File: src/rtl/wb_trace_buffer.sv
// Writeback trace buffer: captures (register, value) writeback pairs into a
// first-word-fall-through FIFO with drop accounting and a valid/ready drain port.
module wb_trace_buffer #(
    parameter int unsigned DATA_W  = 32,
    parameter int unsigned REG_AW  = 5,
    parameter int unsigned DEPTH   = 8,
    parameter int unsigned DROP_R0 = 1
) (
    input  logic                       clk,
    input  logic                       rst_n,
    input  logic                       reg_write,
    input  logic [REG_AW-1:0]          write_reg,
    input  logic [DATA_W-1:0]          result,
    input  logic                       clear,
    output logic                       out_valid,
    input  logic                       out_ready,
    output logic [REG_AW-1:0]          out_reg,
    output logic [DATA_W-1:0]          out_data,
    output logic [$clog2(DEPTH):0]     count,
    output logic                       overflow,
    output logic [15:0]                drop_cnt
);

    localparam int unsigned PTR_W = $clog2(DEPTH);
    localparam int unsigned CNT_W = PTR_W + 1;

    logic [REG_AW-1:0] r_reg_mem  [DEPTH];
    logic [DATA_W-1:0] r_data_mem [DEPTH];
    logic [PTR_W-1:0]  r_wptr;
    logic [PTR_W-1:0]  r_rptr;
    logic [CNT_W-1:0]  r_count;
    logic              r_overflow;
    logic [15:0]       r_drop_cnt;

    logic w_cap;
    logic w_full;
    logic w_valid;
    logic w_pop;
    logic w_push;
    logic w_drop;

    assign w_cap   = reg_write && !((DROP_R0 != 0) && (write_reg == '0));
    assign w_full  = (r_count == CNT_W'(DEPTH));
    assign w_valid = (r_count != '0);
    assign w_pop   = w_valid && out_ready;
    assign w_push  = w_cap && (!w_full || w_pop) && !clear;
    assign w_drop  = w_cap && w_full && !w_pop && !clear;

    // Storage payload is not reset; only the head is ever exposed, and only when valid.
    always_ff @(posedge clk) begin
        if (w_push) begin
            r_reg_mem[r_wptr]  <= write_reg;
            r_data_mem[r_wptr] <= result;
        end
    end

    always_ff @(posedge clk or negedge rst_n) begin
        if (!rst_n) begin
            r_wptr     <= '0;
            r_rptr     <= '0;
            r_count    <= '0;
            r_overflow <= 1'b0;
            r_drop_cnt <= '0;
        end else if (clear) begin
            r_wptr     <= '0;
            r_rptr     <= '0;
            r_count    <= '0;
            r_overflow <= 1'b0;
            r_drop_cnt <= '0;
        end else begin
            if (w_push) begin
                r_wptr <= r_wptr + PTR_W'(1);
            end
            if (w_pop) begin
                r_rptr <= r_rptr + PTR_W'(1);
            end
            case ({w_push, w_pop})
                2'b10:   r_count <= r_count + CNT_W'(1);
                2'b01:   r_count <= r_count - CNT_W'(1);
                default: r_count <= r_count;
            endcase
            // Drop counter saturates rather than wrapping.
            if (w_drop) begin
                r_overflow <= 1'b1;
                if (r_drop_cnt != 16'hFFFF) begin
                    r_drop_cnt <= r_drop_cnt + 16'd1;
                end
            end
        end
    end

    assign out_valid = w_valid;
    assign out_reg   = w_valid ? r_reg_mem[r_rptr]  : '0;
    assign out_data  = w_valid ? r_data_mem[r_rptr] : '0;
    assign count     = r_count;
    assign overflow  = r_overflow;
    assign drop_cnt  = r_drop_cnt;

endmodule

File: config.mk
export PLATFORM = sky130hd
export DESIGN_NAME = wb_trace_buffer
export DESIGN_NICKNAME = d
export VERILOG_FILES = /design/src/rtl/wb_trace_buffer.sv
export SDC_FILE = /design/constraint.sdc
export NUM_CORES = 1
export LEC_CHECK = 0
export CORE_ASPECT_RATIO = 1.25
export CORE_MARGIN = 3
export CORE_UTILIZATION = 58
export CTS_CLUSTER_DIAMETER = 200
export CTS_CLUSTER_SIZE = 8
export DETAILED_ROUTE_END_ITERATION = 8
export PLACE_DENSITY = 0.77
export RECOVER_POWER = 50
export SYNTH_ARGS = -nofsm -noshare
export SYNTH_HDL_FRONTEND = slang
export SYNTH_SLANG_ARGS = --single-unit
File: constraint.sdc
create_clock -name clk -period 4.9 [get_ports clk]
set_input_delay 0.98 -clock clk [delete_from_list [all_inputs] [get_ports clk]]
set_output_delay 0.98 -clock clk [all_outputs]
set_load 0.03 [all_outputs]
==> flow_metrics.env, run 1 <==
export IMPL_antenna_found_initial=4
export IMPL_worstRegToRegCells=10
export IMPL_ys_ff_latch=323
export IMPL_critPathKind="flop to output pin"
export IMPL_drt_wl_total_um=27640
export IMPL_track_usage_pct=23.71
export IMPL_instances_no_fill=1084
export IMPL_switchingPower_w=0.002296
export IMPL_ff2ff_setup_slack_ns=1.32
export IMPL_holdBufCountCts=0
export IMPL_status="complete, but fails checks"
export IMPL_placementRows=60
export IMPL_cap_violations=1
export IMPL_grt_max_degree=57
export IMPL_layout_drive_gt1_share_pct=19.95
export IMPL_synthCells=642
export IMPL_setup_viol_count_final=0
export IMPL_crit_family="buffers and inverters"
export IMPL_max_slew_margin_pct=-3.397
export IMPL_final_util_pct=72.28
export IMPL_netSwitchingFraction_pct=28.45
export IMPL_grt_first_pass_wirelength_um=43120
export IMPL_required_ns=3.92
export IMPL_synth_ff_type="edfxtp_1"
export IMPL_core_area_sq_mm=0.02162
export IMPL_hp_start="overflow"
export IMPL_post_route_drc_count=0
export IMPL_gp_congestion=0.7680
export IMPL_mostFrequentLayoutCell="edfxtp_1"
export IMPL_power_leakage_nw=5.049
export IMPL_rsz0062_at_grt="no"
export IMPL_holdWs_ns=0.5373
export IMPL_clkPwrFrac_pct=35.1
export IMPL_syn_nets=689
export IMPL_die_w_um=139.1
export IMPL_syn_area_sq_mm=0.01285
export IMPL_synth_edff_count=296
export IMPL_vias_per_cell=6.080
export IMPL_violations="max-capacitance violations, max-slew violations"
export IMPL_io_buffers=100
export IMPL_fin_nets=829
export IMPL_cts_root_buffer_cell="clkbuf_16"
export IMPL_ys_warn_count=0
export IMPL_die_h_um=172.4
export IMPL_crit_fanout=30
export IMPL_ir_drop_v=0.0002977
export IMPL_cp_start_kind="flop"
export IMPL_hold_viol_final=0
export IMPL_ios=101
export IMPL_post_route_period_util_pct=85.97
export IMPL_drtIter0Drc=426
export IMPL_initial_core_util_pct=59.43
export IMPL_vias=6591
export IMPL_hold_class="flop to flop"
export IMPL_placedCellCount=1013
export IMPL_dp_hpwl_um=15910
export IMPL_reg2reg_from="count[1]"
export IMPL_period_needed_ns=4.213
export IMPL_holdPathEnd="overflow"
export IMPL_internal_power_w=0.005775
export IMPL_mostFrequentLayoutCells="edfxtp_1, mux4_2, nor2_1, clkdlybuf4s50_1, clkbuf_16"
export IMPL_nFillCells=1291
export IMPL_hold_depth=2
export IMPL_worstPathCellList="buf_4, mux4_2, mux2i_1, nor2_1, clkdlybuf4s50_1"
export IMPL_post_cts_buffers=0
export IMPL_fin_skew_ns=0.01459
export IMPL_dieArea_sq_mm=0.02399
export IMPL_ant_nets=0
export IMPL_cts_num_sinks=323
export IMPL_max_stage_delay_ns=0.80
export IMPL_first_pass_iters=5
export IMPL_p_seq_share_pct=40.1
export IMPL_async_flop_share_pct=8.359
export IMPL_r2r_end="count[3]"
export IMPL_combPwrFrac_pct=24.8
export IMPL_overflow=0
export IMPL_max_freq_mhz=237.4
export IMPL_end_kind="output pin"
export IMPL_htreeDepth=2
export IMPL_ctsResizeCount=0
export IMPL_numCtsBuffers=46
export IMPL_cp_num_buf_inv=2
export IMPL_syn_area_per_cell_sq_um=20.02
export IMPL_clkTransAtPathRegs_ns=0.05
export IMPL_ys_types=49
export IMPL_seq_area_frac_synth_pct=74.43
export IMPL_tns_ns=0
export IMPL_worstSkewPairLatency_ns=0.53
export IMPL_powerDensity_mw_per_mm2=516.5
export IMPL_syn2layout_area_growth_pct=21.62
export IMPL_cp_data_arrival_time_ns=3.23
export IMPL_cp_slowest_cell="dfrtp_4"
export IMPL_slew_violations=28
export IMPL_tightest_slew_ns=1.551
export IMPL_cts_tree="done"
export IMPL_grt_pass1_vias=7387
export IMPL_wl_per_cell_um=25.50
export IMPL_cts_buffer_depth=3
-- worst register-to-register path: stages, from the launching register on --
cell     delay, ns
dfrtp_1       0.51
nor4_4        0.85
inv_1         0.21
and2_0        0.33
o21ai_0       0.22
inv_1         0.10
ha_1          0.33
o21a_1        0.12
o221a_1       0.22
a211o_1       0.29
mux2_4        0.30
-- how the worst max path moves through the flow --
stage | start | end | slack, ns | cells after the start
floorplan | write_reg[2] | r_data_mem[1][0] | 0.29 | 4
global route | r_rptr[0] | out_data[29] | 0.49 | 5
detailed placement | write_reg[2] | r_data_mem[2][15] | 0.96 | 7
global placement | write_reg[2] | r_data_mem[2][16] | 1.06 | 7
CTS | r_rptr[0] | out_data[29] | 0.60 | 5
finish | r_rptr[0] | out_data[29] | 0.69 | 5
-- per-stage QoR --
stage          total power [W]  area, sq um  setup slack, ns
2_1_floorplan         0.004548        12850           0.2942
3_3_place_gp          0.005276        14370            1.056
3_5_place_dp          0.005313        14370           0.9592
4_1_cts               0.008163        15670           0.5967
5_1_grt               0.008365        15630           0.4863
6_report              0.008071        15630           0.6874
-- layer usage --
| metal | track usage, % | routed length (um) | share of wire [%] | vias up |
|---|---|---|---|---|
| met3 | 4.896 | 1422 | 5.1 | 47 |
| li1 | - | - | - | 2872 |
| met4 | 8.638 | 548 | 2.0 | 2 |
| met5 | 0 | 13 | 0.047 | - |
| met1 | 28.23 | 10520 | 38 | 3445 |
| met2 | 43.25 | 15140 | 55 | 225 |
-- final cells by class --
| cell class | count | area, sq um | area share (%) |
|---|---|---|---|
| sequential | 323 | 9573 | 61.26 |
| multi-input combinational | 284 | 3137 | 20.07 |
| clock buffer | 67 | 1294 | 8.279 |
| timing repair buffer | 123 | 1245 | 7.966 |
| tap | 279 | 349.1 | 2.234 |
| inverter | 4 | 15.01 | 0.09608 |
| clock inverter | 1 | 7.507 | 0.04804 |
| antenna | 3 | 7.507 | 0.04804 |
-- sequential cells by signal (all words and copies together), names as in the netlist --
register	count
r_reg_mem	40
drop_cnt	16
count	4
r_rptr	3
r_wptr	3
overflow	1
r_data_mem	256
-- synthesized netlist by cell type (3+ instances only) --
master | instances | area share, %
xnor2_1 | 11 | 0.75
ha_1 | 5 | 0.49
dfrtp_1 | 27 | 5.3
inv_1 | 3 | 0.088
a211oi_1 | 3 | 0.18
nand3_1 | 9 | 0.35
mux4_2 | 74 | 13
buf_1 | 7 | 0.20
edfxtp_1 | 296 | 69
clkbuf_1 | 16 | 0.47
nand2_1 | 12 | 0.35
o21a_1 | 3 | 0.18
nand4_1 | 3 | 0.15
a2111oi_2 | 4 | 0.47
and3_1 | 3 | 0.15
mux2i_1 | 43 | 3.3
nor2b_1 | 3 | 0.15
buf_4 | 5 | 0.29
nor2_1 | 70 | 2.0
xor2_1 | 9 | 0.61
nor3_1 | 4 | 0.16
-- kinds of logic after synthesis --
group	after synthesis	synth area share [%]
AOI/OAI and AO/OA	22	1.568
adders and majority gates	5	0.4869
and+or+nand+nor	118	4.246
xor gates and xnor gates	20	1.363
DFF	323	74.43
buffers and inverters	35	1.295
muxes	119	16.61
-- power by group through the flow --
stage	registers [W]	clock network (W)	logic, W
finish	0.00324	0.00283	0.00200
global route	0.00325	0.00298	0.00213
CTS	0.00324	0.00287	0.00205
detailed placement	0.00329	0	0.00203
global placement	0.00328	0	0.00199
floorplan	0.00321	0	0.00134
(Power assumes the default switching activity.)
==> run 2: changes to the inputs <==
--- a/config.mk
+++ b/config.mk
@@ -11,8 +11,11 @@
 export CTS_CLUSTER_DIAMETER = 200
 export CTS_CLUSTER_SIZE = 8
 export DETAILED_ROUTE_END_ITERATION = 8
+export GPL_TIMING_DRIVEN = 0
 export PLACE_DENSITY = 0.77
 export RECOVER_POWER = 50
+export SKIP_LAST_GASP = 1
+export SLEW_MARGIN = 40
 export SYNTH_ARGS = -nofsm -noshare
 export SYNTH_HDL_FRONTEND = slang
 export SYNTH_SLANG_ARGS = --single-unit
==> run 2 against run 1 <==
Critical path type unchanged. The run still ends with max-capacitance violations, max-slew violations left. Design area grew 1.3%. Sequential share of layout area is 0.86 points lower. First-iteration DRC count grew 40%. Register-to-register slack gained 0.71 ns. Critical endpoint is now out_reg[2].
==> flow_metrics.env, run 2 (synthesized netlist as in run 1, its figures left out) <==
export IMPL_syn2layout_area_growth_pct=23.24
export IMPL_drtIter0Drc=595
export IMPL_slew_violations=28
export IMPL_vias=6834
export IMPL_period_needed_ns=4.473
export IMPL_top_usage_layer="met2"
export IMPL_track_usage_pct=23.54
export IMPL_worstSkewPairLatency_ns=0.52
export IMPL_io_buffers=100
export IMPL_pre_cts_slack_ns=0.7666
export IMPL_crit_family="buffers and inverters"
export IMPL_initial_core_util_pct=59.43
export IMPL_wl_per_cell_um=25.07
export IMPL_end_kind="output pin"
export IMPL_mostFrequentLayoutCells="edfxtp_1, mux4_2, nor2_1, dlygate4sd3_1, clkdlybuf4s50_1"
export IMPL_cts_root_buffer_cell="clkbuf_16"
export IMPL_cts_tree="done"
export IMPL_critPathKind="flop to output pin"
export IMPL_vias_per_cell=6.151
export IMPL_max_slew_margin_pct=-0.6665
export IMPL_cts_buffer_depth=3
export IMPL_ios=101
export IMPL_dieArea_sq_mm=0.02399
export IMPL_holdBufCountCts=0
export IMPL_dp_hpwl_um=17400
export IMPL_post_route_period_util_pct=91.28
export IMPL_first_pass_iters=5
export IMPL_top_register="r_data_mem"
export IMPL_drt_wl_total_um=27850
export IMPL_core_area_sq_mm=0.02162
export IMPL_violations="max-capacitance violations, max-slew violations"
export IMPL_gp_congestion=0.7831
export IMPL_finalWorstSetupSlack_ns=0.4272
export IMPL_max_stage_delay_ns=0.72
export IMPL_fin_nets=860
export IMPL_setup_viol_count_final=0
export IMPL_tightest_slew_ns=1.510
export IMPL_holdWs_ns=0.5219
export IMPL_cts_num_sinks=323
export IMPL_post_cts_buffers=0
export IMPL_ir_drop_v=0.0003392
export IMPL_ctsResizeCount=0
export IMPL_gr_usage_met2_pct=41.64
export IMPL_layout_drive_gt1_share_pct=20.84
export IMPL_antenna_found_initial=2
export IMPL_power_leakage_nw=5.168
export IMPL_die_h_um=172.4
export IMPL_required_ns=3.92
export IMPL_cp_data_arrival_time_ns=3.49
export IMPL_cp_start_kind="flop"
export IMPL_worstPathCellList="clkbuf_1, buf_1, mux4_2, mux2i_1, nor2_1, clkdlybuf4s50_1"
export IMPL_htreeDepth=2
export IMPL_overflow=0
export IMPL_ant_nets=0
export IMPL_max_freq_mhz=223.6
export IMPL_status="complete, but fails checks"
export IMPL_use_met3_pct=4.786
export IMPL_dpl_cell_area_sq_mm=0.01461
export IMPL_largest_register_ffs=256
export IMPL_post_route_drc_count=0
export IMPL_crit_fanout=10
export IMPL_cp_num_buf_inv=3
export IMPL_fin_area_sq_mm=0.01584
export IMPL_hold_class="flop to flop"
export IMPL_powerDensity_mw_per_mm2=509.0
export IMPL_mostFrequentLayoutCell="edfxtp_1"
export IMPL_die_w_um=139.1
export IMPL_numCtsBuffers=46
export IMPL_rsz0062_at_grt="no"
export IMPL_grt_first_pass_wirelength_um=42520
export IMPL_hold_viol_final=0
export IMPL_placementRows=60
export IMPL_clkTransAtPathRegs_ns=0.05
export IMPL_fin_skew_ns=0.009556
export IMPL_grtUsageMet1_pct=29.30
export IMPL_cp_slowest_cell="clkdlybuf4s50_1"
export IMPL_cap_violations=1
export IMPL_grt_max_degree=28
export IMPL_grt_pass1_vias=7370
## run 2: cell count changes in the layout (fill, tap and decap cells not counted), sizes merged
cell and delta:
diode -1, inv +1, clkdlybuf4s50 -4, buf +15, clkbuf +13, dlygate4sd3 +3
## run 2: cell type report
type / count / area [sq um]
Clock buffer: 63 / 1236
Antenna cell: 2 / 5.005
Multi-Input combinational cell: 284 / 3149
Sequential cell: 323 / 9564
Buffer: 31 / 157.7
Timing Repair Buffer: 123 / 1344
Fill cell: 1233 / 5784
Inverter: 4 / 15.01
Clock inverter: 2 / 16.27
Tap cell: 279 / 349.1
## run 2: final timing paths
path | cells past startpoint | slack (ns) | start | end
worst min register to register | 2 | 0.52 | overflow | overflow
max in group asynchronous | 1 | 3.19 | rst_n | drop_cnt[10]
worst max register to register | 12 | 2.03 | count[1] | count[3]
worst min-delay path | 2 | 0.52 | overflow | overflow
worst max-delay path | 6 | 0.43 | r_rptr[1] | out_reg[2]
min in group asynchronous | 1 | 0.82 | rst_n | drop_cnt[8]
## run 2: where the power goes
group / switching [W] / total [W] / internal, W
Combinational: 0.00123 / 0.00214 / 0.000911
Sequential: 0.0000507 / 0.00315 / 0.00310
Clock: 0.00105 / 0.00277 / 0.00172
## run 2: tightest hold or removal path, cell delays in order, from the launching register on
cell     delay (ns)
dfrtp_1        0.34
nor2_1         0.05
nor2_1         0.09
## run 2: metal layers
metal | vias up | routed length, um
met2 | 303 | 15030
met1 | 3535 | 10080
li1 | 2936 | -
met3 | 60 | 1994
met5 | - | 0
met4 | 0 | 743
## run 2: per-stage QoR
stage	instances	utilization [%]	power, W	setup TNS [ns]
finish	1111	73.25	0.008061	0
global route	1111	73.25	0.008359	0
global placement	1021	65.70	0.005303	-393.84
CTS	1109	73.37	0.008144	0
floorplan	642	-	0.004548	0
detailed placement	1044	67.58	0.005366	0
